**config.mk**
```make
export PLATFORM = sky130hd
export DESIGN_NAME = uart_reg_bridge
export DESIGN_NICKNAME = d
export VERILOG_FILES = /design/src/rtl/uart_bridge_pkg.sv /design/src/rtl/uart_bridge_timer.sv /design/src/rtl/uart_reg_bridge.sv
export SDC_FILE = /design/constraint.sdc
export NUM_CORES = 1
export LEC_CHECK = 0
export CAP_MARGIN = 0
export CORE_ASPECT_RATIO = 0.9
export CORE_MARGIN = 5
export CORE_UTILIZATION = 50
export CTS_CLUSTER_DIAMETER = 40
export CTS_CLUSTER_SIZE = 20
export DETAILED_ROUTE_END_ITERATION = 6
export PLACE_DENSITY = 0.87
export SLEW_MARGIN = 25
export SYNTH_ARGS = -nofsm -noshare
export SYNTH_HDL_FRONTEND = slang
export SYNTH_SLANG_ARGS = --single-unit
```
**constraint.sdc**
```tcl
create_clock -name clk -period 4.7 [get_ports clk]
set_input_delay 0.705 -clock clk [delete_from_list [all_inputs] [get_ports clk]]
set_output_delay 0.705 -clock clk [all_outputs]
set_load 0.005 [all_outputs]
```
**src/rtl/uart_bridge_pkg.sv**
```systemverilog
// Shared types and byte constants for the UART register bridge.
// Optional feature macro: UART_BRIDGE_CHECKSUM_EN (adds a trailing XOR byte per packet).
package uart_bridge_pkg;

  // Bridge FSM states. GET_CSUM is only reachable with the checksum build.
  typedef enum logic [2:0] {
    IDLE      = 3'd0,
    GET_ADDR  = 3'd1,
    GET_DATA  = 3'd2,
    GET_CSUM  = 3'd3,
    EXEC      = 3'd4,
    READ_WAIT = 3'd5,
    SEND_RESP = 3'd6
  } state_t;

  // Command bytes received from the host.
  localparam logic [7:0] CMD_WR   = 8'h57;
  localparam logic [7:0] CMD_RD   = 8'h52;

  // Response bytes returned to the host.
  localparam logic [7:0] RSP_OK   = 8'h4B;
  localparam logic [7:0] RSP_BAD  = 8'h3F;
  localparam logic [7:0] RSP_CSUM = 8'h45;

  // True for the two command bytes that open a packet.
  function automatic logic is_cmd(input logic [7:0] b);
    return (b == CMD_WR) || (b == CMD_RD);
  endfunction

endpackage

```
**src/rtl/uart_bridge_timer.sv**
```systemverilog
// Inter-byte timeout counter for the UART register bridge.
// Counts enabled cycles since the last clear and saturates at TIMEOUT_CYCLES;
// expire is asserted while enabled and saturated.
module uart_bridge_timer #(
  parameter int unsigned TIMEOUT_CYCLES = 1_000_000
) (
  input  logic clk,
  input  logic reset,
  input  logic clr,
  input  logic en,
  output logic expire
);

  localparam int unsigned CW = $clog2(TIMEOUT_CYCLES + 1);
  localparam logic [CW-1:0] LIMIT = CW'(TIMEOUT_CYCLES);

  logic [CW-1:0] cnt_q;
  logic [CW-1:0] cnt_d;

  // Next count: clear wins, otherwise count up while enabled, holding at the limit.
  always_comb begin
    cnt_d = cnt_q;
    if (clr) begin
      cnt_d = '0;
    end else if (en && (cnt_q != LIMIT)) begin
      cnt_d = cnt_q + 1'b1;
    end
  end

  // Counter register.
  always_ff @(posedge clk or posedge reset) begin
    if (reset) begin
      cnt_q <= '0;
    end else begin
      cnt_q <= cnt_d;
    end
  end

  assign expire = en && (cnt_q == LIMIT);

endmodule

```
**src/rtl/uart_reg_bridge.sv**
```systemverilog
// UART-to-register bridge: parses write (0x57,addr,data) and read (0x52,addr)
// packets from an RX FIFO, drives a simple register port and answers on a TX FIFO.
// Optional feature macro: UART_BRIDGE_CHECKSUM_EN -- each packet carries a trailing
// byte equal to the XOR of the preceding bytes; a mismatch is answered with 0x45.
module uart_reg_bridge
  import uart_bridge_pkg::*;
#(
  parameter int unsigned TIMEOUT_CYCLES = 1_000_000
) (
  input  logic       clk,
  input  logic       reset,
  input  logic [7:0] rx_data,
  input  logic       rx_empty,
  output logic       rx_rd,
  output logic [7:0] tx_data,
  output logic       tx_wrt,
  input  logic       tx_full,
  output logic [7:0] reg_addr,
  output logic [7:0] reg_wdata,
  output logic       reg_we,
  output logic       reg_re,
  input  logic [7:0] reg_rdata,
  output logic       err_timeout
);

  state_t     state_q, state_d;
  logic       is_wr_q, is_wr_d;
  logic [7:0] reg_addr_q, reg_addr_d;
  logic [7:0] reg_wdata_q, reg_wdata_d;
  logic [7:0] tx_data_q, tx_data_d;
  logic       err_timeout_q, err_timeout_d;
  // Set in the cycle after a pop so the FIFO head has time to advance; it is
  // held high through reset so no pop can be issued while reset is asserted.
  logic       pop_block_q, pop_block_d;
  logic       pop;
  logic       can_pop;
  logic       timer_en;
  logic       timer_expire;
`ifdef UART_BRIDGE_CHECKSUM_EN
  logic [7:0] csum_q, csum_d;
`endif

  assign can_pop  = !rx_empty && !pop_block_q;
  assign timer_en = (state_q == GET_ADDR) || (state_q == GET_DATA) || (state_q == GET_CSUM);

  uart_bridge_timer #(
    .TIMEOUT_CYCLES(TIMEOUT_CYCLES)
  ) u_timer (
    .clk   (clk),
    .reset (reset),
    .clr   (pop),
    .en    (timer_en),
    .expire(timer_expire)
  );

  // Packet-parsing FSM: next state, byte pops and latched packet fields.
  always_comb begin
    state_d       = state_q;
    is_wr_d       = is_wr_q;
    reg_addr_d    = reg_addr_q;
    reg_wdata_d   = reg_wdata_q;
    tx_data_d     = tx_data_q;
    err_timeout_d = 1'b0;
    pop           = 1'b0;
`ifdef UART_BRIDGE_CHECKSUM_EN
    csum_d        = csum_q;
`endif
    case (state_q)
      IDLE: begin
        if (can_pop) begin
          pop = 1'b1;
          if (is_cmd(rx_data)) begin
            is_wr_d = (rx_data == CMD_WR);
            state_d = GET_ADDR;
`ifdef UART_BRIDGE_CHECKSUM_EN
            csum_d  = rx_data;
`endif
          end else begin
            tx_data_d = RSP_BAD;
            state_d   = SEND_RESP;
          end
        end
      end
      GET_ADDR: begin
        if (can_pop) begin
          pop        = 1'b1;
          reg_addr_d = rx_data;
`ifdef UART_BRIDGE_CHECKSUM_EN
          csum_d     = csum_q ^ rx_data;
          state_d    = is_wr_q ? GET_DATA : GET_CSUM;
`else
          state_d    = is_wr_q ? GET_DATA : EXEC;
`endif
        end else if (timer_expire) begin
          err_timeout_d = 1'b1;
          state_d       = IDLE;
        end
      end
      GET_DATA: begin
        if (can_pop) begin
          pop         = 1'b1;
          reg_wdata_d = rx_data;
`ifdef UART_BRIDGE_CHECKSUM_EN
          csum_d      = csum_q ^ rx_data;
          state_d     = GET_CSUM;
`else
          state_d     = EXEC;
`endif
        end else if (timer_expire) begin
          err_timeout_d = 1'b1;
          state_d       = IDLE;
        end
      end
      GET_CSUM: begin
`ifdef UART_BRIDGE_CHECKSUM_EN
        if (can_pop) begin
          pop = 1'b1;
          if (rx_data == csum_q) begin
            state_d = EXEC;
          end else begin
            tx_data_d = RSP_CSUM;
            state_d   = SEND_RESP;
          end
        end else if (timer_expire) begin
          err_timeout_d = 1'b1;
          state_d       = IDLE;
        end
`else
        // Unreachable without the checksum build; recover to IDLE.
        state_d = IDLE;
`endif
      end
      EXEC: begin
        if (is_wr_q) begin
          tx_data_d = RSP_OK;
          state_d   = SEND_RESP;
        end else begin
          state_d   = READ_WAIT;
        end
      end
      READ_WAIT: begin
        // reg_rdata is valid now, one cycle after the reg_re issued in EXEC.
        tx_data_d = reg_rdata;
        state_d   = SEND_RESP;
      end
      SEND_RESP: begin
        if (!tx_full) begin
          state_d = IDLE;
        end
      end
      default: begin
        state_d = IDLE;
      end
    endcase
    pop_block_d = pop;
  end

  // State and packet-field registers.
  always_ff @(posedge clk or posedge reset) begin
    if (reset) begin
      state_q       <= IDLE;
      is_wr_q       <= 1'b0;
      reg_addr_q    <= 8'h00;
      reg_wdata_q   <= 8'h00;
      tx_data_q     <= 8'h00;
      err_timeout_q <= 1'b0;
      pop_block_q   <= 1'b1;
`ifdef UART_BRIDGE_CHECKSUM_EN
      csum_q        <= 8'h00;
`endif
    end else begin
      state_q       <= state_d;
      is_wr_q       <= is_wr_d;
      reg_addr_q    <= reg_addr_d;
      reg_wdata_q   <= reg_wdata_d;
      tx_data_q     <= tx_data_d;
      err_timeout_q <= err_timeout_d;
      pop_block_q   <= pop_block_d;
`ifdef UART_BRIDGE_CHECKSUM_EN
      csum_q        <= csum_d;
`endif
    end
  end

  // Strobes are decoded from the registered state so each lasts exactly one
  // cycle; rx_rd and tx_wrt also honour the FIFO flags of the current cycle.
  assign rx_rd       = pop;
  assign reg_we      = (state_q == EXEC) && is_wr_q;
  assign reg_re      = (state_q == EXEC) && !is_wr_q;
  assign tx_wrt      = (state_q == SEND_RESP) && !tx_full;
  assign tx_data     = tx_data_q;
  assign reg_addr    = reg_addr_q;
  assign reg_wdata   = reg_wdata_q;
  assign err_timeout = err_timeout_q;

endmodule

```
==> implementation parameters <==
Parameter                              Value

Synth
  Synthesized-area fraction occupied by ao, oa, aoi and oai cells    9.68%
  Dominant combinational cell family by area after synthesis    simple AND/OR/NAND/NOR gates
  Post-Syn Area per Cell    10.3 um2
  Cell count after synthesis    239
  Number of enable flip-flop cells after synthesis    0
  Count of distinct cell types in the synthesized netlist    47
  Async set-or-reset flop fraction in the synthesized netlist    100%
  Ranking of synthesized cells by area    dfrtp_1 (50%), mux2_2 (6.4%), xor2_1 (4.6%), nor2_1 (4.6%), nand4_1 (2.8%)
  Register area share after synthesis    51.0%
  Area share of the largest cell type after synthesis    49.9%
  Simple logic cell fraction of the synthesized area    22.8%
  Arithmetic-cell share of the synthesized area counting full adders, half adders and majority gates    1.02%
  Post-Synthesis Net Count    around 260
  Synthesized area    2460 um2
  Top flip-flop cell by instance count after synthesis    dfrtp_1
  Number of storage elements in the synthesis netlist    50
  Library cell occupying the most area in the post-synthesis netlist    dfrtp_1
  Mux share of post-synthesis cell area    6.83%
  Post-Synth XOR/XNOR Area    under 10%
  Yosys Warn Count    0

Floorplanning
  # rows    24
  Floorplan die width    83.9 um
  Starting density of the core    51.1%
  Die Area    roughly 6400 um2
  I/O pin cnt    49
  Core area    around 4800 um2
  Die extent in y    between 70 and 80 um

Worst setup path
  Critical Path Fanout Max    22
  Critical path data arrival time    2.58 ns
  Startpoint of the lowest-slack register-to-register path    state_q[0]$_DFFE_PP0P_
  CP Launch Point    rx_empty
  Required time at the endpoint of the critical path    3.99 ns
  Kind of capture point of the worst setup path    primary output
  Critical path start-end classification    in2out
  Kind of launch point of the worst setup path    input pin

STA
  Final count of negative-setup-slack endpoints    0
  Clock Skew    0.0114 ns
  Highest attainable clock frequency    304 MHz
  Tcrit/Tclk final    roughly 70%
  Final min period    ~3.3 ns
  Number of hold violations in the final report    0
  Hold Slack    0.502 ns
  Normalized max-slew margin    roughly 45%
  Slew of the pin with the lowest slew margin    0.825 ns
  Setup TNS Final    0 ns
  Max Transition Viols Final    0
  Unrepaired setup endpoints after global routing    no

Global routing
  Total routing resource utilization after global routing    18.5%
  GR met3 Demand/Resource    4.43%
  Largest net degree at the start of global routing    51
  Top Usage Layer GRT    met2
  GR Layer Usage met1    23.8%
  Congestion Overflow GR    0
  Met2 track demand over resource    just over 30%
  Number of global-route vias before repair    2008
  First-pass GRT wire length    between 9000 and 10000 um
  Antenna violations before repair    0

Flow run
  Number of max-cap violations    0

Pwr
  Register share of total power    between 40% and 50%
  Proportion of total power due to net switching    33.9%
  Peak supply drop    roughly 360 uV
  Leakage    ~0.0013 uW
  PD cells    around 520 nW/um2
  Cell-internal power    1060 uW
  Comb pwr share    38.3%
  Clock network fraction of design power    19.3%
  Net switching power    around 540 uW

Layout
  Final cell count without fillers    about 350
  Number of diodes    0
  Final Util    roughly 65%
  Area added between synthesis and finish    26.2%
  Net count, final    310
  Share of final-layout standard cells stronger than drive strength 1    between 10% and 20%

Min path
  Path class of the lowest-slack min-delay path    reg2reg
  Start point of the worst hold path    reg_wdata[4]$_DFFE_PP0P_

Clock tree
  TritonCTS clock tree    done
  Clock root buffer    clkbuf_8
  Maximum clock insertion buffer count    2
  Clock buffers created by TritonCTS    5
  Number of buffers inserted by hold repair at cts    0
  Source-to-sink clock delay at the later pin of the worst-skew pair    0.30 ns
  Clk pin slew, worst setup/hold paths    ~0.1 ns
  Number of H-tree levels    2
  Buffers inserted by post-CTS timing repair    0
  Number of sinks on the clock net    50
  Number of gates resized after cts    0

Detailed routing
  Routed length per placed instance    16.2 um
  Total wire length    5720 um
  DRC viols    0
  First drt pass iteration count    4
  Detailed-route via count    1938
  ANT nets after route    0
  Drt via density    5.47
  Starting DRC count in detailed routing    234

Placement
  Count of input and output buffers    48
  Number of placed instances with taps included    346
  Routability Congestion    0.856
  Detail Placement HPWL    ~4100 um

Run status
  Result of the run    finished clean
==> routing by layer <==
metal | vias up | wire length [um]
met3 | 4 | 338
met5 | - | 0
met2 | 70 | 2960
met4 | 0 | 36
li1 | 946 | -
met1 | 918 | 2390
==> metrics by stage <==
| step | instance area, um2 | total power (uW) | setup slack (ns) |
|---|---|---|---|
| after global routing | 3100 | 1710 | 1.30 |
| after detailed placement | 2980 | 1300 | 1.41 |
| after floorplan | 2460 | 982 | 2.50 |
| after global placement | 2980 | 1260 | 1.48 |
| after CTS | 3100 | 1610 | 1.41 |
| final | 3100 | 1600 | 1.41 |
==> layout by cell type, fill, tap and decap left out, types with 3 or more instances in the layout <==
master | netlist | layout
clkbuf_8 | 1 | 5
nor3_1 | 7 | 7
nand4b_1 | 3 | 3
dfrtp_1 | 49 | 49
nand4_1 | 11 | 11
inv_1 | 10 | 9
clkdlybuf4s50_1 | 0 | 48
a21oi_1 | 12 | 12
nand3_1 | 6 | 6
nand2_1 | 17 | 17
and2_1 | 3 | 3
xor2_1 | 13 | 13
nor4_1 | 3 | 3
nor2_1 | 30 | 30
o22a_1 | 3 | 3
nor2b_1 | 3 | 3
o21ai_0 | 13 | 13
mux2_2 | 14 | 14
or3_1 | 4 | 4
==> critical path, cell delays in order <==
cell and delay [ns]:
clkdlybuf4s50_1 0.42, nor3_1 0.41, a21boi_2 0.23, buf_4 0.27, clkdlybuf4s50_1 0.55
==> logic make-up (layout without fill, tap and decap cells) <==
family | after synthesis | after routing
DFF | 50 | 50
adders and majority gates | 2 | 2
muxes | 15 | 15
xor gates and xnor gates | 15 | 15
buffers and inverters | 17 | 67
AOI/OAI and AO/OA | 38 | 38
and+or+nand+nor | 102 | 102
==> power groups by stage <==
stage | sequential [uW] | combinational, uW | clock [uW]
2_1_floorplan | 646 | 336 | 0
3_3_place_gp | 672 | 591 | 0
3_5_place_dp | 684 | 612 | 0
4_1_cts | 678 | 620 | 315
5_1_grt | 702 | 673 | 334
6_report | 680 | 615 | 310
==> Yosys cell counts (all sizes together), types with 3 or more instances <==
master	instances
clkbuf	5
or3	5
o21ai	14
mux2	14
nand3	7
and2	3
nor3	7
xor2	13
nand4	12
nor2	30
a21oi	12
dfrtp	49
nor2b	3
nand2	17
nand4b	3
inv	10
nor4	4
o22a	3
==> registers in the layout (all words and copies together), names as in the netlist <==
name	cells
reg_wdata	8
state_q	3
tx_data	8
pop_block_q	1
is_wr_q	1
u_timer.cnt_q	20
err_timeout	1
reg_addr	8
==> final cells by class <==
class	instances	area, um2
multi-input cells	172	1120
clock inverters	3	48.8
inverters	10	38.8
clock buffers	5	68.8
flip-flops and latches	50	1250
well taps	65	81.3
fillers	370	1710
repair buffers	49	488
==> worst paths after layout <==
path / to / slack, ns / cells after the start
worst max-delay path: rx_rd / 1.41 / 5
worst min-delay path: reg_wdata[4]$_DFFE_PP0P_ / 0.50 / 2
worst max register to register: u_timer.cnt_q[2]$_DFFE_PP0P_ / 2.09 / 5
worst min register to register: reg_wdata[4]$_DFFE_PP0P_ / 0.50 / 2
max in group asynchronous: err_timeout$_DFF_PP0_ / 3.36 / 2
min in group asynchronous: reg_wdata[2]$_DFFE_PP0P_ / 0.85 / 2
(Power assumes the default switching activity.)
